**src/rtl/regfile_search_ctrl.sv**
```systemverilog
// Linear-search sequencer over a register-file address window.
// Scans one register per cycle for a key and writes the hit index or a miss code to a destination register.
module regfile_search_ctrl #(
  parameter int                 ADDR_W    = 5,
  parameter int                 DATA_W    = 32,
  parameter logic [DATA_W-1:0]  MISS_CODE = 32'hFFFF_FFFF
) (
  input  logic              clk,
  input  logic              rst_n,
  input  logic              start,
  input  logic              abort,
  input  logic [DATA_W-1:0] key,
  input  logic [ADDR_W-1:0] lo_addr,
  input  logic [ADDR_W-1:0] hi_addr,
  input  logic [ADDR_W-1:0] dst_addr,
  output logic              busy,
  output logic              done,
  output logic              found,
  output logic [ADDR_W-1:0] found_idx,
  output logic [ADDR_W-1:0] rf_rs_addr,
  input  logic [DATA_W-1:0] rf_rs_data,
  output logic              rf_regwrite,
  output logic [ADDR_W-1:0] rf_rd_addr,
  output logic [DATA_W-1:0] rf_write_data
);

  typedef enum logic [1:0] {IDLE, SCAN, WRITE, DONE} state_t;

  state_t            state;
  logic [DATA_W-1:0] key_q;
  logic [ADDR_W-1:0] hi_q;
  logic [ADDR_W-1:0] dst_q;
  logic              empty_q;
  logic              hit;
  logic              at_end;

  // rf_rs_addr doubles as the scan pointer, so it is zero outside SCAN by construction
  always_comb begin
    hit    = (rf_rs_data == key_q);
    at_end = (rf_rs_addr == hi_q);
  end

  always_ff @(posedge clk or negedge rst_n) begin
    if (!rst_n) begin
      state         <= IDLE;
      key_q         <= '0;
      hi_q          <= '0;
      dst_q         <= '0;
      empty_q       <= 1'b0;
      busy          <= 1'b0;
      done          <= 1'b0;
      found         <= 1'b0;
      found_idx     <= '0;
      rf_rs_addr    <= '0;
      rf_regwrite   <= 1'b0;
      rf_rd_addr    <= '0;
      rf_write_data <= '0;
    end else begin
      case (state)
        IDLE: begin
          done <= 1'b0;
          if (start) begin
            key_q      <= key;
            hi_q       <= hi_addr;
            dst_q      <= dst_addr;
            empty_q    <= (lo_addr > hi_addr);
            rf_rs_addr <= lo_addr;
            found      <= 1'b0;
            found_idx  <= '0;
            busy       <= 1'b1;
            state      <= SCAN;
          end
        end

        SCAN: begin
          if (abort) begin
            rf_rs_addr <= '0;
            done       <= 1'b1;
            state      <= DONE;
          end else if (empty_q || hit || at_end) begin
            // An empty window is a miss even if the data at lo happens to match
            rf_rs_addr  <= '0;
            rf_regwrite <= 1'b1;
            rf_rd_addr  <= dst_q;
            state       <= WRITE;
            if (!empty_q && hit) begin
              found         <= 1'b1;
              found_idx     <= rf_rs_addr;
              rf_write_data <= DATA_W'(rf_rs_addr);
            end else begin
              rf_write_data <= MISS_CODE;
            end
          end else begin
            rf_rs_addr <= rf_rs_addr + ADDR_W'(1);
          end
        end

        WRITE: begin
          rf_regwrite   <= 1'b0;
          rf_rd_addr    <= '0;
          rf_write_data <= '0;
          done          <= 1'b1;
          state         <= DONE;
        end

        DONE: begin
          done  <= 1'b0;
          busy  <= 1'b0;
          state <= IDLE;
        end
      endcase
    end
  end

endmodule
```
**config.mk**
```make
export PLATFORM = sky130hd
export DESIGN_NAME = regfile_search_ctrl
export DESIGN_NICKNAME = d
export VERILOG_FILES = /design/src/rtl/regfile_search_ctrl.sv
export SDC_FILE = /design/constraint.sdc
export NUM_CORES = 1
export LEC_CHECK = 0
export CAP_MARGIN = 20
export CORE_UTILIZATION = 49
export DETAILED_ROUTE_END_ITERATION = 7
export PLACE_DENSITY_LB_ADDON = 0.08
export SLEW_MARGIN = 20
export SYNTH_ARGS = -nofsm -noshare
export SYNTH_HDL_FRONTEND = slang
export SYNTH_SLANG_ARGS = --single-unit
```
**constraint.sdc**
```tcl
create_clock -name clk -period 4.4 [get_ports clk]
set_input_delay 0.88 -clock clk [delete_from_list [all_inputs] [get_ports clk]]
set_output_delay 0.88 -clock clk [all_outputs]
set_load 0.03 [all_outputs]
```
**After elaboration in Yosys (flattened, before gate mapping)**

Index checks and enable logic that the tools add are counted.

- Add/sub/neg operators: 1
- $lt $le $gt $ge: 1
- Equal/unequal tests: 11
- Multiplexer cells: 32
- Reduce and logical (&&, ||, !) cells: 15

Operators with widths:

| cell | number |
|---|---|
| two-way mux 32 bit | 3 |
| one-hot mux 32 bit (2 select lines) | 1 |
| two-way mux 5 bit | 9 |
| == test 32 bit | 1 |
| one-hot mux 5 bit (2 select lines) | 3 |
| inequality test 2 bit, second input constant | 5 |
| two-way mux 1 bit | 8 |
| one-hot mux 2 bit (4 select lines) | 1 |
| AND reduction 2 bit | 4 |
| two-way mux 2 bit | 3 |
| one-hot mux 1 bit (2 select lines) | 3 |
| nonzero test 2 bit | 3 |
| adder 5 x 1 -> 5 bit, second input constant | 1 |
| == test 5 bit | 1 |
| greater-than comparator 5 bit | 1 |
| AND reduction 5 bit | 1 |
| == test 2 bit, second input constant | 2 |
| inequality test 3 bit, second input constant | 1 |
| one-hot mux 1 bit (3 select lines) | 1 |
| AND reduction 3 bit | 1 |
| == test 2 x 1 -> 1 bit, second input constant | 1 |
| zero test 2 bit | 1 |
| logical OR 1 bit | 2 |
| OR reduction 2 bit | 1 |
| 2 further kinds | 2 |

- Bits in registers: 96
- Input bits: 83
- Output and inout port bits: 51
- Word-level logic and storage cells: 73

**Longest topological paths before layout**

- Word-level depth: 6
- Gate-level depth with buffers: 10
- Gate-level depth less buffers: 8

**Worst setup path after synthesis**

Ideal clock, no wire load.

- Path kind: input -> register
- Start point: in rf_rs_data[12]
- End point: reg state[1]
- Library setup time: 0.125 ns
- Data arrival time: 2.278 ns
- Required time: 4.275 ns
- Setup slack: 1.997 ns
- Stages: 6
- Buffers on the path: 0
- Path through: xnor2_1 > nand4_1 > nor4_4 > a211oi_2 > a21oi_1 > mux2_2

- Longest elaborated chain between the ends: 5

Ends and longest elaborated chain:

| item | RTL line | source |
|---|---|---|
| start, declared | 21 | `input logic [DATA_W-1:0] rf_rs_data,` |
| == test 32 bit | 39 | `hit = (rf_rs_data == key_q);` |
| logical OR 1 bit (2 in a row) | 80 | `end else if (empty_q \|\| hit \|\| at_end) begin` |
| inequality test 3 bit (no line) | -- |  |
| AND reduction 2 bit (no line) | -- |  |
| end signal, assigned | 79 | `state <= DONE;` |
| end signal, assigned | 85 | `state <= WRITE;` |
| end signal, assigned | 103 | `state <= DONE;` |
| end, declared | 29 | `state_t state;` |

No other way between the ends.
A chain may end at the register's enable or synchronous reset.

==> flow_summary.json <==
{
  "r2r_slack_ns": 1.73,
  "fillers": 564,
  "max_stage_delay_ns": 0.84,
  "grt_max_degree": 57,
  "reg2reg_from": "state[1]$_DFFE_PN0P_",
  "max-cap-violations": 0,
  "design_area_mm2": 0.00528,
  "p_per_area_mw_per_mm2": 639,
  "seqCellArea_mm2": 0.00175,
  "finalHoldViolations": 0,
  "cp_slowest_cell": "dfrtp_1",
  "drv_slew": 0,
  "critical_path_class": "reg -> out",
  "ys_seq_elements": 70,
  "clk_path_buf_depth": 2,
  "layout.nets": 549,
  "status": "finished clean",
  "min_path_cells": 1,
  "area_delta_synth_final_pct": 38.3,
  "relSlewSlack": 0.453,
  "antenna_found_initial": 0,
  "boundaryPins": 134,
  "reg2reg_to": "found_idx[4]$_DFFE_PN0P_",
  "end_kind": "primary output",
  "synth_edf_count": 0,
  "period_needed_ns": 2.89,
  "start_util": 0.516,
  "fmax_mhz": 346,
  "clock_sinks": 70,
  "async_reset_ff_frac": 1.00,
  "finalPower_mw": 3.38,
  "synthDistinctLibCells": 39,
  "cts_resized": 0,
  "path_cells": "clkdlybuf4s50_1",
  "firstDrtPassIters": 4,
  "power.leakage_nw": 2.22,
  "grt_pass1_wl_mm": 13.8,
  "cp_top_family": "flip-flops",
  "port_buffers": 133,
  "insertion_delay_ns": 0.34,
  "fp-row-count": 31,
  "synth-main-ff-cell": "dfrtp_1",
  "track_usage": 0.215,
  "fin_util": 0.713,
  "final_layout_size_suffix_gt1_frac": 0.148,
  "tritoncts": "yes",
  "cp-start-kind": "flip-flop",
  "syn-instance-count": 348,
  "routed_wl_mm": 8.24,
  "die_width_um": 90.3,
  "rsz0062_at_grt": "no",
  "fp.coreArea_mm2": 0.00741,
  "yosysWarnings": 0,
  "avgSynthCellArea_um2": 11.0,
  "drtIter0Drc": 116,
  "cp_max_fo": 29,
  "min_to": "dst_q[2]$_DFFE_PN0P_",
  "clk_pin_slew_worst_paths_ns": 0.08,
  "synth_area_mm2": 0.00382,
  "holdCritPathClass": "reg -> reg",
  "numCtsBuffers": 9,
  "hp-start": "dst_q[2]$_DFFE_PN0P_",
  "vias": 2985,
  "cts_hold_buf": 0,
  "setup_tns_ns": 0,
  "cp_num_buf_inv": 1,
  "ys_seq_area_frac": 0.458,
  "rr_worst_depth": 8,
  "globalplace.congestion": 0.773,
  "worstMarginPinSlew_ns": 0.820,
  "cts_max_level": 3,
  "grt_pass1_vias": 2933,
  "place_area_mm2": 0.00505,
  "wl_per_cell_um": 14.7,
  "overflow": 0,
  "drc": 0,
  "ir_drop_v": 0.000290,
  "multi_input_area_mm2": 0.00176,
  "ant_nets": 0,
  "avgViaCountPerCell": 5.33,
  "hpwlAfterDp_mm": 6.08,
  "root_buffer": "clkbuf_8",
  "clock_skew_ns": 0.00800,
  "dieHeight_um": 90.3,
  "syn_nets": 441,
  "finalCritPeriodShare": 0.656,
  "arrival_ns": 2.01,
  "finalSetupViolCount": 0,
  "postCtsSetupBuffers": 0,
  "crit_required_ns": 3.52,
  "dieArea_mm2": 0.00815,
  "antenna_cells": 0
}
==> how the worst max path moves through the flow <==
| stage | start | to | slack [ns] | cells past startpoint |
|---|---|---|---|---|
| 3_3_place_gp | rf_rs_data[24] | state[0]$_DFFE_PN0P_ | 1.26 | 7 |
| 2_1_floorplan | rf_rs_data[12] | state[1]$_DFFE_PN0P_ | 2.00 | 6 |
| 4_1_cts | rf_write_data[30]$_DFFE_PN0P_ | rf_write_data[20] | 1.47 | 1 |
| 6_report | rf_write_data[30]$_DFFE_PN0P_ | rf_write_data[22] | 1.51 | 1 |
| 3_5_place_dp | rf_rs_data[24] | state[0]$_DFFE_PN0P_ | 1.17 | 7 |
| 5_1_grt | rf_rs_data[24] | state[0]$_DFFE_PN0P_ | 1.37 | 7 |
==> worst reg2reg max path, stage by stage, from the launching register on <==
cell      delay, ns
dfrtp_1        0.44
inv_1          0.12
ha_1           0.47
inv_2          0.27
o21a_1         0.37
nor2_1         0.17
nand4_2        0.36
nand3_1        0.23
o311ai_2       0.11
==> per-stage QoR <==
step                      hold slack, ns  worst slack [ns]  instances
final                              0.509              1.51        560
after global routing               0.531              1.37        560
after CTS                          0.509              1.47        560
after detailed placement           0.493              1.17        544
after global placement             0.474              1.26        544
after floorplan                    0.469              2.00        348
==> registers in the layout, indices dropped and copies added, names as in the netlist <==
name and count:
done 1, rf_write_data 6, busy 1, found_idx 5, empty_q 1, rf_rd_addr 5
rf_rs_addr 5, key_q 32, hi_q 5, state 2, found 1, dst_q 5
rf_regwrite 1
==> report_power, final <==
part           total, mW  switching (mW)  internal [mW]
logic               1.59           0.831          0.760
clock network      0.618           0.242          0.376
registers           1.17           0.242          0.928
==> synthesized netlist by cell type (10+ instances only) <==
master | instances | area, um^2
dfrtp_1 | 70 | 1750
ha_1 | 10 | 125
o21ai_0 | 10 | 50.1
inv_1 | 18 | 67.6
nor2_1 | 10 | 37.5
clkbuf_1 | 10 | 37.5
xnor2_1 | 34 | 298
nand2_1 | 30 | 113
a21oi_1 | 10 | 50.1
nand3_1 | 11 | 55.1
buf_4 | 26 | 195
mux2_2 | 39 | 439
==> kinds of logic after synthesis <==
logic type,after synthesis,synth area share
flip-flops,70,0.458
XOR/XNOR,37,0.0848
AO/OA/AOI/OAI,66,0.129
adder cells (fa/ha/maj),10,0.0327
buffers and inverters,57,0.0822
AND/OR/NAND/NOR,64,0.0845
multiplexers,44,0.128
==> cells in the final DEF, fill, tap and decap left out, types with 2 or more instances in the layout <==
cell	synthesis	final
clkdlybuf4s50_1	0	132
dfrtp_1	70	70
mux2_2	39	39
xnor2_1	34	34
nand2_1	30	29
inv_1	18	18
nand3_1	11	11
a21oi_1	10	10
nor2_1	10	10
o21ai_0	10	10
ha_1	10	10
clkbuf_8	0	9
nand4_1	8	8
o211ai_1	8	8
o21a_1	5	5
o31ai_1	4	4
a21o_1	4	4
o22ai_1	4	4
mux2i_1	4	4
xor2_1	3	3
o221ai_1	3	3
o2111ai_1	3	3
bufinv_16	0	3
nor4_4	2	2
a222oi_1	2	2
o2bb2ai_1	2	2
o311ai_2	2	2
a22oi_1	2	2
a221oi_1	2	2
clkinvlp_4	0	2
buf_4	26	2
==> layer usage <==
| layer | wire [um] | share of wire | GRT usage |
|---|---|---|---|
| met5 | 0 | 0 | 0 |
| met4 | 146 | 0.018 | 0.0739 |
| met3 | 611 | 0.074 | 0.0867 |
| met2 | 4040 | 0.49 | 0.354 |
| met1 | 3440 | 0.42 | 0.255 |
==> final cells by class <==
cell class	instances	area share
Timing Repair Buffer	135	0.254
Clock buffer	10	0.0242
Clock inverter	6	0.0208
Tap cell	99	0.0234
Inverter	19	0.0135
Sequential cell	70	0.332
Multi-Input combinational cell	221	0.333
No activity file was read; power rests on OpenSTA's default activity.
